**src/rtl/axis_checker_pkg.sv**
```systemverilog
// Shared types and constants for the counter-pattern AXI-Stream checker.
// FSM encoding, err_flags bit positions and LFSR throttle constants.
package axis_checker_pkg;

  typedef enum logic [1:0] {
    IDLE  = 2'd0,
    RUN   = 2'd1,
    DONE  = 2'd2,
    FAULT = 2'd3
  } state_e;

  localparam int ERR_W    = 3;
  localparam int ERR_DATA = 0;
  localparam int ERR_KEEP = 1;
  localparam int ERR_LAST = 2;

  // x^16 + x^14 + x^13 + x^11 + 1, shifting right: feedback from bits 0,2,3,5.
  localparam logic [15:0] LFSR_SEED = 16'hACE1;
  localparam logic [15:0] LFSR_TAPS = 16'h002D;

  function automatic logic [15:0] lfsr_next(input logic [15:0] s);
    return {^(s & LFSR_TAPS), s[15:1]};
  endfunction

endpackage

```
**src/rtl/axis_data_checker_cntr_lfsr_16.sv**
```systemverilog
// 16-bit Fibonacci LFSR used to throttle tready; state is registered, advances when step_i is high.
// Latency: one cycle per step; no backpressure of its own.
module lfsr_16
  import axis_checker_pkg::*;
(
  input  logic        clk_i,
  input  logic        s_rst_i,
  input  logic        step_i,
  output logic [15:0] state_o
);

  logic [15:0] lfsr_q;
  logic [15:0] lfsr_d;

  always_comb begin
    lfsr_d = lfsr_q;
    if (step_i) begin
      lfsr_d = lfsr_next(lfsr_q);
    end
  end

  always_ff @(posedge clk_i) begin
    if (s_rst_i) begin
      lfsr_q <= LFSR_SEED;
    end else begin
      lfsr_q <= lfsr_d;
    end
  end

  assign state_o = lfsr_q;

endmodule

```
**src/rtl/axis_data_checker_cntr.sv**
```systemverilog
// AXIS sink checking a counter-pattern stream; status/error outputs valid one cycle after the beat.
// Registered tready follows enable_i (AND LFSR bit 0 when AXIS_DATA_CHECKER_THROTTLE_EN is defined).
module axis_data_checker_cntr
  import axis_checker_pkg::*;
#(
  parameter int                             AXIS_DATA_WIDTH = 32,
  parameter logic [AXIS_DATA_WIDTH/8-1:0]   AXIS_TKEEP      = '1,
  parameter int                             PACK_SIZE       = 1024,
  parameter int                             PACK_NUMBER     = 1024
)(
  input  logic                          clk_i,
  input  logic                          s_rst_i,
  input  logic                          enable_i,
  input  logic [AXIS_DATA_WIDTH-1:0]    s_axis_tdata_i,
  input  logic [AXIS_DATA_WIDTH/8-1:0]  s_axis_tkeep_i,
  input  logic                          s_axis_tvalid_i,
  input  logic                          s_axis_tlast_i,
  output logic                          s_axis_tready_o,
  output logic [31:0]                   pack_cnt_o,
  output logic                          done_o,
  output logic                          error_o,
  output logic [ERR_W-1:0]              err_flags_o,
  output logic [$clog2(PACK_SIZE)-1:0]  err_beat_o,
  output logic [AXIS_DATA_WIDTH-1:0]    err_data_o
);

  localparam int          BEAT_W      = $clog2(PACK_SIZE);
  localparam logic [BEAT_W-1:0] LAST_BEAT   = BEAT_W'(PACK_SIZE - 1);
  localparam logic [31:0] PACK_NUM_M1 = 32'(PACK_NUMBER - 1);

  state_e                     state_q,     state_d;
  logic                       tready_q,    tready_d;
  logic [BEAT_W-1:0]          beat_q,      beat_d;
  logic [31:0]                pack_cnt_q,  pack_cnt_d;
  logic                       done_q,      done_d;
  logic                       error_q,     error_d;
  logic [ERR_W-1:0]           err_flags_q, err_flags_d;
  logic [BEAT_W-1:0]          err_beat_q,  err_beat_d;
  logic [AXIS_DATA_WIDTH-1:0] err_data_q,  err_data_d;

  logic                       throttle_ok;
  logic                       beat_acc;
  logic                       last_exp;
  logic [AXIS_DATA_WIDTH-1:0] exp_data;
  logic [ERR_W-1:0]           mism;

`ifdef AXIS_DATA_CHECKER_THROTTLE_EN
  logic [15:0] lfsr_state;

  lfsr_16 u_lfsr (
    .clk_i   (clk_i),
    .s_rst_i (s_rst_i),
    .step_i  (state_q == RUN),
    .state_o (lfsr_state)
  );

  assign throttle_ok = lfsr_state[0];
`else
  assign throttle_ok = 1'b1;
`endif

  assign beat_acc = s_axis_tvalid_i & tready_q;
  assign last_exp = (beat_q == LAST_BEAT);
  assign exp_data = AXIS_DATA_WIDTH'(beat_q);

  always_comb begin
    mism           = '0;
    mism[ERR_DATA] = (s_axis_tdata_i != exp_data);
    mism[ERR_KEEP] = (s_axis_tkeep_i != AXIS_TKEEP);
    mism[ERR_LAST] = (s_axis_tlast_i != last_exp);
  end

  always_comb begin
    state_d     = state_q;
    tready_d    = tready_q;
    beat_d      = beat_q;
    pack_cnt_d  = pack_cnt_q;
    done_d      = done_q;
    error_d     = error_q;
    err_flags_d = err_flags_q;
    err_beat_d  = err_beat_q;
    err_data_d  = err_data_q;

    case (state_q)
      IDLE: begin
        tready_d = 1'b0;
        if (enable_i) begin
          state_d = RUN;
        end
      end

      RUN: begin
        tready_d = enable_i & throttle_ok;
        if (beat_acc) begin
          if (|mism) begin
            // First failure wins; diagnostics are frozen from here on.
            state_d     = FAULT;
            tready_d    = 1'b1;
            error_d     = 1'b1;
            err_flags_d = mism;
            err_beat_d  = beat_q;
            err_data_d  = s_axis_tdata_i;
          end else if (last_exp) begin
            beat_d     = '0;
            pack_cnt_d = (pack_cnt_q == '1) ? pack_cnt_q : pack_cnt_q + 32'd1;
            if (pack_cnt_q == PACK_NUM_M1) begin
              state_d  = DONE;
              done_d   = 1'b1;
              tready_d = 1'b0;
            end
          end else begin
            beat_d = beat_q + BEAT_W'(1);
          end
        end
      end

      DONE: begin
        tready_d = 1'b0;
        done_d   = 1'b1;
      end

      FAULT: begin
        // Keep draining the source so upstream never stalls on a dead sink.
        tready_d = 1'b1;
      end

      default: begin
        state_d  = IDLE;
        tready_d = 1'b0;
      end
    endcase
  end

  always_ff @(posedge clk_i) begin
    if (s_rst_i) begin
      state_q     <= IDLE;
      tready_q    <= 1'b0;
      beat_q      <= '0;
      pack_cnt_q  <= '0;
      done_q      <= 1'b0;
      error_q     <= 1'b0;
      err_flags_q <= '0;
      err_beat_q  <= '0;
      err_data_q  <= '0;
    end else begin
      state_q     <= state_d;
      tready_q    <= tready_d;
      beat_q      <= beat_d;
      pack_cnt_q  <= pack_cnt_d;
      done_q      <= done_d;
      error_q     <= error_d;
      err_flags_q <= err_flags_d;
      err_beat_q  <= err_beat_d;
      err_data_q  <= err_data_d;
    end
  end

  assign s_axis_tready_o = tready_q;
  assign pack_cnt_o      = pack_cnt_q;
  assign done_o          = done_q;
  assign error_o         = error_q;
  assign err_flags_o     = err_flags_q;
  assign err_beat_o      = err_beat_q;
  assign err_data_o      = err_data_q;

endmodule

```
**config.mk**
```make
export PLATFORM = sky130hd
export DESIGN_NAME = axis_data_checker_cntr
export DESIGN_NICKNAME = d
export VERILOG_FILES = /design/src/rtl/axis_checker_pkg.sv /design/src/rtl/axis_data_checker_cntr_lfsr_16.sv /design/src/rtl/axis_data_checker_cntr.sv
export SDC_FILE = /design/constraint.sdc
export NUM_CORES = 1
export LEC_CHECK = 0
export ABC_AREA = 1
export BUFFER_PORTS_ARGS = -buffer_cell sky130_fd_sc_hd__buf_2
export CAP_MARGIN = 30
export CORE_ASPECT_RATIO = 1.5
export CORE_UTILIZATION = 55
export CTS_CLUSTER_DIAMETER = 100
export CTS_CLUSTER_SIZE = 8
export DETAILED_ROUTE_END_ITERATION = 10
export PLACE_DENSITY = 0.82
export SLEW_MARGIN = 40
export SYNTH_ARGS = -nofsm -noshare
export SYNTH_HDL_FRONTEND = slang
export SYNTH_SLANG_ARGS = --single-unit
```
**constraint.sdc**
```tcl
create_clock -name clk_i -period 5.6 [get_ports clk_i]
set_clock_uncertainty 0.2 [all_clocks]
set_input_delay 0 -clock clk_i [delete_from_list [all_inputs] [get_ports clk_i]]
set_output_delay 0 -clock clk_i [all_outputs]
set_load 0.03 [all_outputs]
```
**After elaboration in Yosys (flattened, before gate mapping)**

Index checks and enable logic that the tools add are counted.

- Input bits: 41
- Output and inout port bits: 80
- Register bits: 92
- Word-level logic and storage cells: 57

- Multiplexer cells: 17
- Reduce and logical (&&, ||, !) cells: 10
- Equality and inequality tests: 16
- Bitwise gates (word level): 3
- $add $sub $neg: 2

Operator list:

| operator | count |
|---|---|
| $add A32 B1 Y32 const B | 1 |
| $eq A32 B10 Y1 const B | 1 |
| $eq A32 B32 Y1 const B | 1 |
| $ne A32 B10 Y1 | 1 |
| $reduce_and A5 Y1 | 3 |
| $add A10 B1 Y10 const B | 1 |
| $eq A10 B10 Y1 const B | 1 |
| $mux W10 | 1 |
| $mux W2 | 5 |
| $ne A2 B2 Y1 const B | 5 |
| $mux W1 | 8 |
| $ne A3 B3 Y1 const B | 2 |
| $reduce_and A3 Y1 | 2 |
| $eq A2 B2 Y1 const B | 2 |
| $ne A4 B4 Y1 const B | 1 |
| $pmux W2 S2 | 1 |
| $reduce_bool A2 Y1 | 2 |
| $pmux W1 S3 | 1 |
| $reduce_or A3 Y1 | 1 |
| $eq A2 B1 Y1 const B | 1 |
| $logic_not A2 Y1 | 1 |
| $not A1 Y1 | 2 |
| $pmux W1 S2 | 1 |
| $reduce_or A2 Y1 | 1 |
| 2 further kinds | 2 |

**Logic depth before layout (Yosys ltp)**

- Depth after elaboration: 6
- Gate-level depth with buffers: 14
- Depth with buffers taken out: 13

**Least setup slack after synthesis**

Ideal clock, no wire load.

- Path kind: flip-flop to flip-flop
- From: register pack_cnt_q[1], in the netlist pack_cnt_o[1]
- To: register pack_cnt_q[2], in the netlist pack_cnt_o[2]
- Period minus slack after synthesis: 2.224 ns
- Setup slack: 3.376 ns
- Setup time: 0.070 ns
- Required time: 5.330 ns
- Path buffers: 1
- Cell stages (with the launch flop): 12
- Data arrival time: 1.953 ns
- Cells stage by stage: dfxtp_1 > ha_1 > nand2_1 > nor2_1 > nand2_1 > nor2_1 > and2_1 > nor2_4 > nand3_4 > buf_6 > nand2_1 > a21oi_1

- Longest elaborated chain between the ends: 3
- Elaborated cells between the ends (all ways): 4
- Those cells by class: 1 x add/sub; 1 x eq/ne; 1 x bitwise; 1 x reduce/logical

Ends and longest elaborated chain:

| item | line | RTL |
|---|---|---|
| start: declaration | axis_data_checker_cntr.sv:34 | `logic [31:0] pack_cnt_q, pack_cnt_d;` |
| start signal: assignment | axis_data_checker_cntr.sv:149 | `pack_cnt_q <= pack_cnt_d;` |
| branches (longest 3 deep; another with $add A32 B1 Y32) | n/a |  |

Several ways; the timed one is not identified.
A chain may end at the register's enable or synchronous reset.

**Worst setup path after layout**

- From: input port s_axis_tkeep_i[0]
- To: register pack_cnt_q[19], in the netlist pack_cnt_o[19]

- Longest elaborated chain between the ends: 4

Ends and longest elaborated chain:

| item | line | RTL |
|---|---|---|
| start: declaration | axis_data_checker_cntr.sv:15 | `input logic [AXIS_DATA_WIDTH/8-1:0] s_axis_tkeep_i,` |
| $ne A4 B4 Y1 | axis_data_checker_cntr.sv:69 | `mism[ERR_KEEP] = (s_axis_tkeep_i != AXIS_TKEEP);` |
| $reduce_or A3 Y1 | axis_data_checker_cntr.sv:95 | `if (\|mism) begin` |
| $not A1 Y1 (no source line) | n/a |  |
| $reduce_and A5 Y1 (no source line) | n/a |  |

Every way passes these cells.

==> run metrics <==
Synth top area share=between 30% and 40%; Setup crit start kind=input pin; share of cells above drive strength 1=around 19%; Synth area leaders=dfxtp_1 37%, nand2_1 12%, nor2_1 9.9%; total track usage=between 30% and 40%; DRC Markers=0; first-pass GRT wire length=~23 mm; worst-path maximum fanout=33; CP Class=in -> reg; Setup TNS Final=0 ns; footprint of the multi-input gates=about 2600 um^2; Worst setup EP type=register; maximum vdd drop=~0.18 mV; reg2reg setup slack=roughly 2.5 ns; drt via density=around 5.5; cell area power density=247.8 nW/um^2; total power=around 1500 uW; Final nets=893; Seq. cell area=between 1500 and 2000 um^2; std cell rows=just over 40; initial antenna violation count=0; syn avg cell area=6.909 um^2; clk sinks=a little over 90; Slew Viols, Final=0; Top-Level Pins=around 120; sequential cell area fraction in the yosys report=between 30% and 40%; Die Area=between 9000 and 10000 um^2; Gates resized, CTS repair=0; Hold WC Path Type=in -> reg; area of the core=roughly 8500 um^2; Pre-Repair DR Iteration Count=5; DP Cell Count=between 900 and 1000; die span in x=between 70 and 80 um; Wirelength per Cell=15.57 um; fmax=between 300 and 400 MHz; Synth Warn #=0; worst skew pair latency=~0.34 ns; critical path arrival=approximately 3.1 ns; fin cells=960; largest net degree at the start of global routing=66; fin crit period=3.111 ns; initial cell density of the core=between 50% and 60%; H-Tree Level Count=3; fillers=around 710; crit share post-route=between 50% and 60%; status=finished, final reports clean; Iter 0 DRT Violations=between 300 and 400; Net Count, Synth=roughly 750; relative slew slack=48.13%; CTS Hold Bufs=36; antenna diode count=0; final setup fails=0; CTS Buffer Depth=2; Antenna Violating Nets Remaining=0; cell taking the most area after synthesis=dfxtp_1; critical path data required time=around 5.6 ns; synth-to-layout area growth=23.59%; Post-CTS Setup Inserts=0; cells after synthesis=slightly above 700; max cap viols=0; fin util=71.29%; Leak Pwr=roughly 0.0027 uW; Overflow after GRT=0; unrepaired setup endpoints after global routing=false; Post-Syn Area=between 4000 and 5000 um^2; vias in the first global route=about 5100; clk root buf=clkbuf_16; CTS tree=done; GPL Wtd Cong=approximately 0.96; Worst Max-Slew Pin Slew=just under 0.8 ns; Die Y=around 120 um; Yosys cell types=29; post-detail-place hpwl=9.814 mm; drt total wl=between 10 and 15 mm; port bufs=between 100 and 150; TritonCTS Buffers=9; Clk pin slew, worst setup/hold paths=0.06 ns; Final Hold Fails=0; synthesized flop and latch total=92; via count=5320
registers in the layout, summed over array words and instances (netlist names):
signal           flops
s_axis_tready_o      1
done_o               1
beat_q              10
state_q              2
err_beat_o          10
error_o              1
pack_cnt_o          32
err_flags_o          3
err_data_o          32
cells by family after synthesis:
family	after synthesis	share of synthesized area, %
flops	92	37.49
fa+ha+maj	2	0.5093
compound gates	111	12.05
simple gates	383	34.87
xor+xnor	34	6.062
buf+inv	89	9.017
cells in the final DEF, fill, tap and decap left out, drive strengths merged:
cell / n
inv: 57
a21oi: 60
clkbuf: 11
clkinv: 3
dlygate4sd3: 37
nand3b: 1
nor2: 138
o21ai: 50
o21a: 1
xor2: 30
nor3: 23
nor3b: 1
xnor2: 4
ha: 2
nand2: 160
buf: 123
nand3: 16
dfxtp: 92
nand4: 43
and2: 1
final cells by class:
cell class	instances	area share (%)
multi-input cells	530	43.28
flip-flops and latches	92	30.34
repair buffers	160	16.41
clock buffers	11	3.998
inverters	57	3.524
well taps	107	2.205
clock inverters	3	0.2473
power breakdown:
group / switching [uW] / leakage [uW] / internal (uW) / total, uW
Clock: 238 / 0.000131 / 306 / 544
Combinational: 183 / 0.00184 / 80.8 / 264
Sequential: 16.6 / 0.000742 / 680 / 697
cells in the mapped netlist, drive strengths merged:
master and n:
a21oi 60, and2 1, buf 16, clkbuf 16, dfxtp 92, ha 2
inv 57, nand2 160, nand3 16, nand3b 1, nand4 43, nor2 138
nor3 23, nor3b 1, o21a 1, o21ai 50, xnor2 4, xor2 30
path summary, 6_finish.rpt:
kind	start	cells past startpoint	end
hold reg to reg	beat_q[1]$_SDFFE_PP0P_	2	beat_q[1]$_SDFFE_PP0P_
hold / removal	s_axis_tkeep_i[1]	7	state_q[1]$_SDFFE_PP0P_
setup / recovery	s_axis_tkeep_i[0]	10	pack_cnt_o[19]$_SDFFE_PP0P_
setup reg to reg	beat_q[0]$_SDFFE_PP0P_	10	pack_cnt_o[19]$_SDFFE_PP0P_
metrics by stage:
step	hold WS, ns	worst slack, ns	cell area (um^2)
4_1_cts	0.06779	2.521	6058
3_3_place_gp	0.03854	2.684	5440
2_1_floorplan	-0.06509	3.376	4912
3_5_place_dp	0.05113	2.549	5440
5_1_grt	0.1574	2.278	6071
6_report	0.08424	2.489	6071
worst max-delay path, cell delays in order:
cell	delay, ns
dlygate4sd3_1	0.53
buf_2	0.10
nand4_1	0.10
dlygate4sd3_1	0.60
inv_1	0.13
nand4_4	0.19
nor2_4	0.64
nand3_4	0.53
nand2_1	0.19
a21oi_1	0.08
layer usage:
| metal | track usage [%] | part of all wire (%) |
|---|---|---|
| met5 | 0 | 0 |
| met4 | 16.82 | 3.8 |
| met3 | 4.496 | 5.4 |
| met2 | 58.30 | 53 |
| met1 | 34.37 | 38 |
Power figures use the tool's default switching activity.
